===== src/rtl/gearbox_pkg.sv =====
// Shared helpers for the parametrised gearbox: counter sizing and parameter legality.
package gearbox_pkg;

  function automatic int unsigned cnt_width(input int unsigned buf_w);
    return $clog2(buf_w + 1);
  endfunction

  function automatic bit params_legal(input int unsigned in_w, input int unsigned out_w,
                                      input int unsigned buf_w);
    return (in_w >= 1) && (out_w >= 1) && (buf_w >= in_w + out_w);
  endfunction

endpackage


===== src/rtl/gearbox_flags.sv =====
// Sticky overflow/underflow error flags, cleared only by reset.
module gearbox_flags (
  input  logic clk,
  input  logic res_n,
  input  logic push_rej,
  input  logic pop_rej,
  output logic overflow,
  output logic underflow
);

  always_ff @(posedge clk) begin
    if (!res_n) begin
      overflow  <= 1'b0;
      underflow <= 1'b0;
    end else begin
      if (push_rej) overflow  <= 1'b1;
      if (pop_rej)  underflow <= 1'b1;
    end
  end

endmodule


===== src/rtl/gearbox_param.sv =====
// Parametrised IN_W -> OUT_W width converter built on a bit buffer and fill counter.
module gearbox_param
  import gearbox_pkg::*;
#(
  parameter  int unsigned IN_W  = 16,
  parameter  int unsigned OUT_W = 20,
  parameter  int unsigned BUF_W = 80,
  localparam int unsigned CNT_W = cnt_width(BUF_W)
) (
  input  logic             clk,
  input  logic             res_n,
  input  logic             shift_in,
  input  logic [IN_W-1:0]  data_in,
  output logic             full,
  input  logic             shift_out,
  output logic [OUT_W-1:0] data_out,
  output logic             valid_out,
  input  logic             flush,
  output logic [CNT_W-1:0] fill_level,
  output logic             overflow,
  output logic             underflow
);

  if (!params_legal(IN_W, OUT_W, BUF_W)) begin : g_bad_params
    $error("gearbox_param: need IN_W>=1, OUT_W>=1, BUF_W>=IN_W+OUT_W");
  end

  localparam logic [CNT_W-1:0] IN_C    = CNT_W'(IN_W);
  localparam logic [CNT_W-1:0] OUT_C   = CNT_W'(OUT_W);
  localparam logic [CNT_W-1:0] FULL_TH = CNT_W'(BUF_W - IN_W);

  logic [BUF_W-1:0] buf_q, buf_d;
  logic [CNT_W-1:0] cnt_q, cnt_d;
  logic [BUF_W-1:0] in_ext;
  logic             push_ok, pop_ok, push_rej, pop_rej, do_flush;

  // Status decodes depend on registered state only; no path from inputs.
  assign valid_out  = (cnt_q >= OUT_C);
  assign full       = (cnt_q > FULL_TH);
  assign data_out   = buf_q[OUT_W-1:0];
  assign fill_level = cnt_q;
  assign in_ext     = BUF_W'(data_in);

  always_ff @(posedge clk) begin
    if (!res_n) begin
      buf_q <= '0;
      cnt_q <= '0;
    end else begin
      buf_q <= buf_d;
      cnt_q <= cnt_d;
    end
  end

  // Merge network: bits above cnt are always zero, so OR-insertion is safe.
  always_comb begin
    buf_d    = buf_q;
    cnt_d    = cnt_q;
    push_ok  = shift_in && !full;
    pop_ok   = shift_out && valid_out;
    push_rej = shift_in && full;
    pop_rej  = shift_out && !valid_out;
    do_flush = flush && !shift_in && !shift_out && (cnt_q != '0) && (cnt_q < OUT_C);
    case ({push_ok, pop_ok})
      2'b10: begin
        buf_d = buf_q | (in_ext << cnt_q);
        cnt_d = cnt_q + IN_C;
      end
      2'b01: begin
        buf_d = buf_q >> OUT_W;
        cnt_d = cnt_q - OUT_C;
      end
      2'b11: begin
        buf_d = (buf_q >> OUT_W) | (in_ext << (cnt_q - OUT_C));
        cnt_d = cnt_q + IN_C - OUT_C;
      end
      default: begin
        if (do_flush) cnt_d = OUT_C;
      end
    endcase
  end

  gearbox_flags u_flags (
    .clk       (clk),
    .res_n     (res_n),
    .push_rej  (push_rej),
    .pop_rej   (pop_rej),
    .overflow  (overflow),
    .underflow (underflow)
  );

endmodule


===== config.mk =====
export PLATFORM = sky130hd
export DESIGN_NAME = gearbox_param
export DESIGN_NICKNAME = d
export VERILOG_FILES = /design/src/rtl/gearbox_pkg.sv /design/src/rtl/gearbox_flags.sv /design/src/rtl/gearbox_param.sv
export SDC_FILE = /design/constraint.sdc
export NUM_CORES = 1
export LEC_CHECK = 0
export ABC_AREA = 1
export CAP_MARGIN = 20
export CORE_ASPECT_RATIO = 1.2
export CORE_UTILIZATION = 30
export DETAILED_ROUTE_END_ITERATION = 8
export MAX_ROUTING_LAYER = met4
export PLACE_DENSITY = 0.48
export SYNTH_ARGS = -nofsm -noshare
export SYNTH_HDL_FRONTEND = slang
export SYNTH_HIERARCHICAL = 1
export SYNTH_SLANG_ARGS = --single-unit

===== constraint.sdc =====
create_clock -name clk -period 3.75 [get_ports clk]
set_input_delay 0.5625 -clock clk [delete_from_list [all_inputs] [get_ports clk]]
set_output_delay 0.5625 -clock clk [all_outputs]
set_load 0.02 [all_outputs]

==> results.txt <==
Outcome: finished, final reports clean
Slowest CP cell: nor2_4
Cell count after synthesis: 1225
Routed length per instance: 21.2 um
Hold buffer count at CTS: 0
Clk buf depth: 2
Worst Path Required: 4050 ps
Total power: 0.00713 W
Synth Area in Simple Gates: 0.476
Synth unique cells: 38
Cell mode on critical path: nand2_1
Placer Congestion: 0.973
F_max: 0.346 GHz
Mux contribution to synthesized area: 0.00289
Layout area overhead: 12.6%
Mapped Avg Cell Area: 5.66 um^2
Met3 usage: 0.0396
Critical path launch point: fill_level[4]
Global-route met2 utilization: 0.470
Crit-path cells: buf_4 -> inv_1 -> ha_1 -> nand2_1 -> nand2_2 -> inv_2 -> nor2_8 -> nand3_2 -> nor2_4 -> nand2_1 -> nand2_1 -> a21oi_1 -> nor2_1
Pre-CTS WS: 931 ps
CTS root buffer: clkbuf_16
Die ar.: 23700 um^2
Sink Count: 87
Unrepaired setup endpoints after global routing: false
Critical path peak fanout: 21
Pin count of the biggest net entering global routing: 55
Peak supply drop: 0.000297 V
Post-layout instance area: 7800 um^2
Final Skew: 11.0 ps
Vias per Instance: 5.40
GR peak layer: met2
Layout cell share with drive strength beyond 1: 0.0653
Nets: 1247
DRC errors left: 0
Leakage: 3.66 nW
Die Ht: 168 um
Final period util: 0.771
Synthesized flop and latch total: 87
Synthesized area: 6930 um^2
Crit-path max cell delay: 600 ps
Seq/Total Area, Yosys: 0.251
TNS Setup: 0 ps
Initial antenna violation count: 0
Period minus WS final: 2890 ps
DR pass1 iterations: 6
Post-cts resize count: 0
Post-DP HPWL: 23700 um
Fillers: 2589
CTS tree: yes
CP Buf/Inv Count: 3
Setup Fix Bufs, Post-CTS: 0
Slew Viols, Final: 0
Post-Synth XOR/XNOR Area: 0.00506
CTS buffer count: 9
First-pass GRT wire length: 47600 um
Core area: 22500 um^2
Max-Cap Viols: 0
CP Class: register to register
Compound-Gate Fraction of Synth Area: 0.128
# IOs: 52
Die Span X: 141 um
Origin of the critical flop-to-flop path: fill_level[4]
Final WS setup: 857 ps
Via count: 8122
DRT antenna net count: 0
Standard-cell rows: 60
Ys Warns: 6
Cell Area, Placed: 7440 um^2
CTS HTree Levels: 3
Final Hold Fails: 0
IO buf count: 49
Antenna Cells: 0
Worst Hold Class: register to register
Worst setup EP type: register
Largest family of logic cells by synthesized area: simple AND/OR/NAND/NOR gates
Routed wire length: 31900 um
Final Setup Violations: 0
Skew-Pair Late Insertion Delay: 360 ps
Clock transition at path regs: 80 ps
Tot GR Track Use: 0.283
Relative slew slack: 0.469
Worst Min Path Start: u_flags/underflow
Initial Util: 0.308
Number of DRC violations after detailed-routing iteration 0: 719
Adder-Cell Fraction of Synth Area: 0.0108
Worst-margin pin slew: 788 ps
Met1 global-route usage: 0.309
Largest delay share family, worst path: simple AND/OR/NAND/NOR gates
CP Data Arrival Time: 3190 ps
Power per Cell Area: 915 nW/um^2
Global route total overflow: 0
Critical Path Start Type: register
Vias in the first global route: 7859
final cells by class:
cell class / instances / area [um^2] / share of cell area
clock buffer: 10 / 239 / 0.0306
clock inverter: 6 / 100 / 0.0128
inverter: 91 / 344 / 0.0441
multi-input combinational: 955 / 4320 / 0.554
sequential: 87 / 1740 / 0.223
tap: 279 / 349 / 0.0447
timing repair buffer: 76 / 706 / 0.0905
worst register-to-register path, delay by kind of cell (launching register included):
| kind | cells | cell delay (ps) |
|---|---|---|
| simple gates | 8 | 1710 |
| fa+ha+maj | 1 | 200 |
| buf+inv | 3 | 550 |
| compound gates | 1 | 60 |
| flops | 1 | 320 |
per-stage QoR:
step                      hold WS (ps)  instances   util
after detailed placement           462       1487  0.330
final                              472       1504  0.346
after global routing               509       1504  0.346
after CTS                          478       1503  0.346
after global placement             454       1487  0.330
after floorplan                    458       1226      -
path summary, 6_finish.rpt:
kind                                           to  slack [ps]  cells after the start
worst max register to register          buf_q[49]         860                     13
worst min-delay path            u_flags/underflow         470                      2
worst max-delay path                    buf_q[49]         860                     13
worst min register to register  u_flags/underflow         470                      2
cells in the final DEF (no fill, tap or decap), types with 5 or more instances in the layout:
master           Yosys  layout
nand2_2              8       8
clkdlybuf4s50_1      0      49
nand2_1            455     455
clkbuf_16            0       9
o21ai_0             83      83
dfxtp_1             87      87
nor2_4               5       5
buf_4               32      26
ha_1                 6       6
nor2_1             112     112
o21ai_1              8       8
o22ai_1             10      10
nor2_2               5       5
nor3_1              21      21
inv_2               12      12
nand3_1            139     139
a21oi_1             52      52
inv_1               77      77
nand4_1             19      19
synthesized netlist by cell type (all sizes together):
cell / n / area share
o31ai: 2 / 0.0022
a21oi: 52 / 0.038
nor3b: 1 / 0.0011
a22oi: 3 / 0.0033
xnor2: 1 / 0.0013
a31oi: 4 / 0.0036
nand3b: 2 / 0.0022
dfxtp: 87 / 0.25
buf: 65 / 0.061
conb: 1 / 0.00054
nand3: 141 / 0.10
nand4: 19 / 0.017
o21bai: 2 / 0.0022
o22ai: 10 / 0.0090
clkinv: 1 / 0.00054
inv: 90 / 0.049
clkbuf: 28 / 0.015
nor2: 124 / 0.079
ha: 6 / 0.011
xor2: 3 / 0.0038
o211ai: 4 / 0.0043
nor3: 21 / 0.015
mux2i: 2 / 0.0029
nand2: 465 / 0.26
o21ai: 91 / 0.066
sequential cells by signal (all words and copies together) (netlist names):
register,cells
fill_level,5
buf_q,80
u_flags/overflow,1
u_flags/underflow,1
cells by family after synthesis:
kind of cell | after synthesis
AND/OR/NAND/NOR | 773
buffers and inverters | 184
AO/OA/AOI/OAI | 168
flip-flops | 87
adder cells (fa/ha/maj) | 6
XOR/XNOR | 4
multiplexers | 2
other | 1
where the power goes:
group	internal [W]	switching (W)
logic	0.00126	0.00352
clock network	0.000615	0.000446
registers	0.00116	0.000135
routing by layer:
layer,up-vias,share of wire
met5,-,0
met3,107,0.054
met1,3753,0.39
met2,340,0.47
met4,0,0.084
li1,3922,-
Power figures use the tool's default switching activity.
